==> src/rtl/conv11_sched_pkg.sv <==
// conv1x1 output scheduler: shared types and constants.
// State encoding and channel-index width helper.
package conv11_sched_pkg;

    typedef enum logic [2:0] {
        S_IDLE,
        S_WAIT,
        S_ISSUE,
        S_CAPTURE,
        S_SEND,
        S_DONE
    } sched_state_t;

    localparam int NUM_CH_DEF = 4;
    localparam int CH_W       = $clog2(NUM_CH_DEF);

endpackage

==> src/rtl/conv11_pending_tracker.sv <==
// Per-channel unread-result flags for the conv1x1 output buffers.
// Flags a lost word when a full buffer is rewritten without a read.
module conv11_pending_tracker
    import conv11_sched_pkg::*;
#(
    parameter int NUM_CH = 4
) (
    input  logic              clk,
    input  logic              rst,
    input  logic [NUM_CH-1:0] buf_wr,
    input  logic [NUM_CH-1:0] buf_rd_en,
    input  logic              clr_overrun,
    output logic [NUM_CH-1:0] pending,
    output logic              overrun
);

    logic [NUM_CH-1:0] lost;

    assign lost = buf_wr & pending & ~buf_rd_en;

    always_ff @(posedge clk) begin
        if (rst) begin
            pending <= '0;
            overrun <= 1'b0;
        end else begin
            // A same-cycle write keeps the buffer full after a read.
            pending <= buf_wr | (pending & ~buf_rd_en);
            if (|lost)
                overrun <= 1'b1;
            else if (clr_overrun)
                overrun <= 1'b0;
        end
    end

endmodule

==> src/rtl/conv11_output_sched.sv <==
// Drains per-channel conv1x1 output buffers in channel order
// onto a valid/ready stream, counting pixels per frame.
module conv11_output_sched
    import conv11_sched_pkg::*;
#(
    parameter int NUM_CH        = 4,
    parameter int OUT_WIDTH     = 8,
    parameter int PIX_PER_FRAME = 784,
    parameter int CNT_W         = 10
) (
    input  logic                        clk,
    input  logic                        rst,
    input  logic                        start,
    input  logic [NUM_CH-1:0]           buf_wr,
    output logic [NUM_CH-1:0]           buf_rd_en,
    input  logic [NUM_CH-1:0]           buf_out_valid,
    input  logic [NUM_CH*OUT_WIDTH-1:0] buf_out_data,
    output logic                        m_valid,
    output logic [OUT_WIDTH-1:0]        m_data,
    output logic [$clog2(NUM_CH)-1:0]   m_ch,
    input  logic                        m_ready,
    output logic                        busy,
    output logic                        frame_done,
    output logic                        overrun
);

    localparam int CW = $clog2(NUM_CH);

    sched_state_t         state_q, state_d;
    logic [CW-1:0]        ch_q, ch_d;
    logic [CNT_W-1:0]     pix_q, pix_d;
    logic                 mv_q, mv_d;
    logic [OUT_WIDTH-1:0] md_q, md_d;
    logic [CW-1:0]        mc_q, mc_d;

    logic [NUM_CH-1:0]    pending;
    logic                 start_ok;
    logic                 sel_pend;
    logic                 sel_valid;
    logic [OUT_WIDTH-1:0] sel_data;
    logic                 last_ch;
    logic                 last_pix;

    assign start_ok = start && (state_q == S_IDLE);
    assign last_ch  = (ch_q == CW'(NUM_CH - 1));
    assign last_pix = (pix_q == CNT_W'(PIX_PER_FRAME - 1));

    conv11_pending_tracker #(
        .NUM_CH(NUM_CH)
    ) u_tracker (
        .clk        (clk),
        .rst        (rst),
        .buf_wr     (buf_wr),
        .buf_rd_en  (buf_rd_en),
        .clr_overrun(start_ok),
        .pending    (pending),
        .overrun    (overrun)
    );

    // Mux the current channel's flag and buffer output.
    always_comb begin
        sel_pend  = 1'b0;
        sel_valid = 1'b0;
        sel_data  = '0;
        buf_rd_en = '0;
        for (int c = 0; c < NUM_CH; c++) begin
            if (ch_q == CW'(c)) begin
                sel_pend     = pending[c];
                sel_valid    = buf_out_valid[c];
                sel_data     = buf_out_data[c*OUT_WIDTH +: OUT_WIDTH];
                buf_rd_en[c] = (state_q == S_ISSUE);
            end
        end
    end

    always_comb begin
        state_d = state_q;
        ch_d    = ch_q;
        pix_d   = pix_q;
        mv_d    = mv_q;
        md_d    = md_q;
        mc_d    = mc_q;
        unique case (state_q)
            S_IDLE: begin
                if (start) begin
                    ch_d    = '0;
                    pix_d   = '0;
                    state_d = S_WAIT;
                end
            end
            S_WAIT: begin
                if (sel_pend)
                    state_d = S_ISSUE;
            end
            S_ISSUE: begin
                state_d = S_CAPTURE;
            end
            S_CAPTURE: begin
                if (sel_valid) begin
                    md_d    = sel_data;
                    mc_d    = ch_q;
                    mv_d    = 1'b1;
                    state_d = S_SEND;
                end
            end
            S_SEND: begin
                if (m_ready) begin
                    mv_d = 1'b0;
                    if (!last_ch) begin
                        ch_d    = ch_q + CW'(1);
                        state_d = S_WAIT;
                    end else begin
                        ch_d = '0;
                        if (last_pix) begin
                            state_d = S_DONE;
                        end else begin
                            pix_d   = pix_q + CNT_W'(1);
                            state_d = S_WAIT;
                        end
                    end
                end
            end
            S_DONE: begin
                state_d = S_IDLE;
            end
            default: begin
                state_d = S_IDLE;
            end
        endcase
    end

    always_ff @(posedge clk) begin
        if (rst) begin
            state_q <= S_IDLE;
            ch_q    <= '0;
            pix_q   <= '0;
            mv_q    <= 1'b0;
            md_q    <= '0;
            mc_q    <= '0;
        end else begin
            state_q <= state_d;
            ch_q    <= ch_d;
            pix_q   <= pix_d;
            mv_q    <= mv_d;
            md_q    <= md_d;
            mc_q    <= mc_d;
        end
    end

    assign m_valid    = mv_q;
    assign m_data     = md_q;
    assign m_ch       = mc_q;
    assign busy       = (state_q != S_IDLE) && (state_q != S_DONE);
    assign frame_done = (state_q == S_DONE);

endmodule

==> config.mk <==
export PLATFORM = sky130hd
export DESIGN_NAME = conv11_output_sched
export DESIGN_NICKNAME = d
export VERILOG_FILES = /design/src/rtl/conv11_sched_pkg.sv /design/src/rtl/conv11_pending_tracker.sv /design/src/rtl/conv11_output_sched.sv
export SDC_FILE = /design/constraint.sdc
export NUM_CORES = 1
export LEC_CHECK = 0
export BUFFER_PORTS_ARGS = -buffer_cell sky130_fd_sc_hd__buf_2
export CELL_PAD_IN_SITES_DETAIL_PLACEMENT = 0
export CELL_PAD_IN_SITES_GLOBAL_PLACEMENT = 1
export CORE_MARGIN = 8
export CORE_UTILIZATION = 36
export DETAILED_ROUTE_END_ITERATION = 12
export PLACE_DENSITY_LB_ADDON = 0.1
export RECOVER_POWER = 50
export SYNTH_ARGS = -nofsm -noshare
export SYNTH_HDL_FRONTEND = slang
export SYNTH_HIERARCHICAL = 1
export SYNTH_SLANG_ARGS = --single-unit
export TNS_END_PERCENT = 30
==> constraint.sdc <==
create_clock -name clk -period 2.6 [get_ports clk]
set_clock_uncertainty 0.15 [all_clocks]
set_input_delay 0.26 -clock clk [delete_from_list [all_inputs] [get_ports clk]]
set_output_delay 0.26 -clock clk [all_outputs]
set_load 0.05 [all_outputs]
==> impl_results.md <==
* Status: finished clean
* Maximum clock path buffer count at 2
* Synth top area share at approximately 34%
* Post-layout nets at about 340
* Via count at around 1900
* Yosys warns at 6
* Worst vdd ir at around 0.37 mV
* Initial antenna violation count at 0
* PortBufs at 61
* Number of global-route vias before repair at about 1900
* CTS resizes at 0
* Worst Max-Slew Pin Slew at 0.6409 ns
* Htree depth at 2
* Final setup margin at approximately 0.22 ns
* Die Footprint at 7588 um2
* Grt total ovfl at 0
* Synth-to-Final Area Change at 25.29%
* EDFF count, synth at 0
* Worst Setup Start Kind: flip-flop
* Slowest CP cell: or4_1
* # rows at 26
* Ys async rst share at 0%
* Post-DP HPWL at 4314 um
* DR WL/cell at around 16 um
* Dpl ws at 0.2428 ns
* TritonCTS clock tree: built
* Register area share after synthesis at roughly a third
* Die height at 87.11 um
* Die X at 87.11 um
* Kind of critical path: reg2reg
* Ys flop type: dfxtp_1
* Largest cells by area after synthesis: dfxtp_1 (34%), a21oi_1 (7.1%), or4_1 (4.9%)
* Via density per instance at around 5.4
* Worst path required time at roughly 2.7 ns
* Final hold violation count at 0
* CTS buffer count at 5
* Largest net degree at the start of global routing at 21
* CP top delay family: simple AND/OR/NAND/NOR gates
* Cell leakage power at around 0.85 nW
* RSZ-0062 raised after global routing: no
* Setup TNS at 0 ns
* Clock Sinks at 31
* First DRT Iteration DRCs at slightly above 100
* Antenna violation net count after detailed routing at 0
* DRC at 0
* Root Driver: clkbuf_8
* Setup violations, final at 0
* CP endpoint kind: flip-flop
* Worst path cell trace: inv_1 > ha_1 > nor3b_1 > a311o_1 > or4_1 > a21oi_1
* Cell taking the most area after synthesis: dfxtp_1
* Min-Delay Path Class: in2reg
* Final Slew Violations at 0
* Synth cell types at just over 50
* Setup bufs post-CTS at 0
* Final period util at 91.57%
* Clk Latency, worst-skew pair at about 0.28 ns
* Total GRT Usage at between 10% and 20%
* First-pass iteration count of the detailed router at 4
* Critical Path AT at ~2.4 ns
* Crit path max fanout at 13
* Synth Net Count at 272
* Final wirelength at about 5600 um
* Starting Density at between 30% and 40%
* Register bit total from synthesis at 31
* Tmin final at between 2 and 2.5 ns
* Syn Area/Cell at around 8.2 um2
* Ant diodes at 0
* Gp weighted congestion at just under 0.8
* # IOs at 62
* Clock-pin transition on the worst setup and hold timing paths at roughly 0.070 ns
* Netlist Area Pre-Place at between 1500 and 2000 um2
* PD cells at slightly above 700 nW/um2
* Max incr delay on CP at about 0.55 ns
* Core ar. at 4977 um2
* First-pass GRT wire length at between 9000 and 10000 um
* CP Buf/Inv Count at 1
* Ratio of cells with drive above 1 in the final layout at roughly 24%
* Max cap viols at 0
* CTS Hold Bufs at 0
* Gate Count Post-Synth at between 200 and 250
* Max Clock Freq at 0.4200 GHz
* Slew Limit Headroom at between 50% and 60%
==> synth_stat cells (2+ instances only) <==
cell type	n
a21oi_1	26
a221o_1	4
a221oi_1	4
a31oi_1	2
and2_1	4
and3_1	2
buf_6	2
clkbuf_1	9
clkinv_1	2
dfxtp_1	31
ha_1	5
inv_1	8
mux2i_1	2
nand2_1	11
nand2b_1	3
nand3_1	11
nand3b_1	3
nand4_1	5
nor2_1	14
nor2b_1	3
nor3_1	2
nor3b_1	2
o211ai_1	3
o21ai_0	16
o221a_2	3
o22ai_1	4
o31ai_1	6
or2_2	2
or4_1	12
==> cell usage in the layout (no fill, tap or decap), drive strengths merged, types with 4 or more instances in the layout <==
cell,synthesis,routed
and2,4,4
ha,5,5
nand4,5,5
o21ai,17,17
a221oi,4,4
nor2b,4,4
inv,8,8
nand2,11,11
o22ai,4,4
o31ai,6,6
nor2,14,14
or4,12,12
a221o,4,4
nand3,11,11
dfxtp,31,31
buf,3,52
clkbuf,9,24
a21oi,26,26
==> registers in the layout, summed over array words and instances, names as in the netlist <==
| register | count |
|---|---|
| u_tracker/pending | 4 |
| pix_q | 10 |
| ch_q | 2 |
| state_q | 3 |
| m_valid | 1 |
| m_data | 8 |
| m_ch | 2 |
| u_tracker/overrun | 1 |
==> metal layers <==
metal / vias up / share of wire, % / GRT usage [%]
li1: 980 / - / -
met1: 894 / 46 / 18.63
met2: 43 / 48 / 24.91
met3: 9 / 4.5 / 5.000
met4: 0 / 1.5 / 5.938
met5: - / 0 / 0
==> logic make-up after synthesis <==
kind of cell             count (synthesis)  share of synthesized area [%]
AO/OA/AOI/OAI                           77                          27.35
XOR/XNOR                                 1                         0.4812
adder cells (fa/ha/maj)                  5                          3.436
buffers and inverters                   22                          5.361
flip-flops                              31                          34.09
multiplexers                             3                          1.718
AND/OR/NAND/NOR                         84                          27.56
==> cell type report <==
cell class | count | area [um2]
Fill cell | 528 | 2696
Multi-Input combinational cell | 170 | 1102
Sequential cell | 31 | 620.6
Timing Repair Buffer | 68 | 332.8
Clock buffer | 8 | 100.1
Tap cell | 70 | 87.58
Inverter | 10 | 37.54
==> per-stage QoR <==
stage	util (%)	instance area (um2)	power, mW	cells	hold slack [ns]
floorplan	-	1821	1.047	223	0.1791
global placement	44.32	2206	1.223	349	0.3003
detailed placement	44.32	2206	1.220	349	0.3064
CTS	46.33	2306	1.654	357	0.03497
global route	45.83	2281	1.728	357	0.04921
finish	45.83	2281	1.618	357	0.04130
==> worst reg2reg max path, cell delays in order, from the launching register on <==
cell	delay (ns)
dfxtp_1	0.40
inv_1	0.10
ha_1	0.29
nor3b_1	0.19
a311o_1	0.49
or4_1	0.55
a21oi_1	0.14
==> power by group <==
part / total, mW / switching (mW) / internal [mW]
Sequential: 0.582 / 0.0678 / 0.515
Clock: 0.426 / 0.184 / 0.242
Combinational: 0.610 / 0.395 / 0.215
==> final timing paths <==
check | from | end | slack, ns | cells past startpoint
hold reg to reg | m_data[6] | m_data[6] | 0.32 | 2
setup / recovery | ch_q[0] | m_data[5] | 0.22 | 6
hold / removal | buf_wr[3] | u_tracker/pending[3] | 0.04 | 3
setup reg to reg | ch_q[0] | m_data[5] | 0.22 | 6
Power figures use the tool's default switching activity.
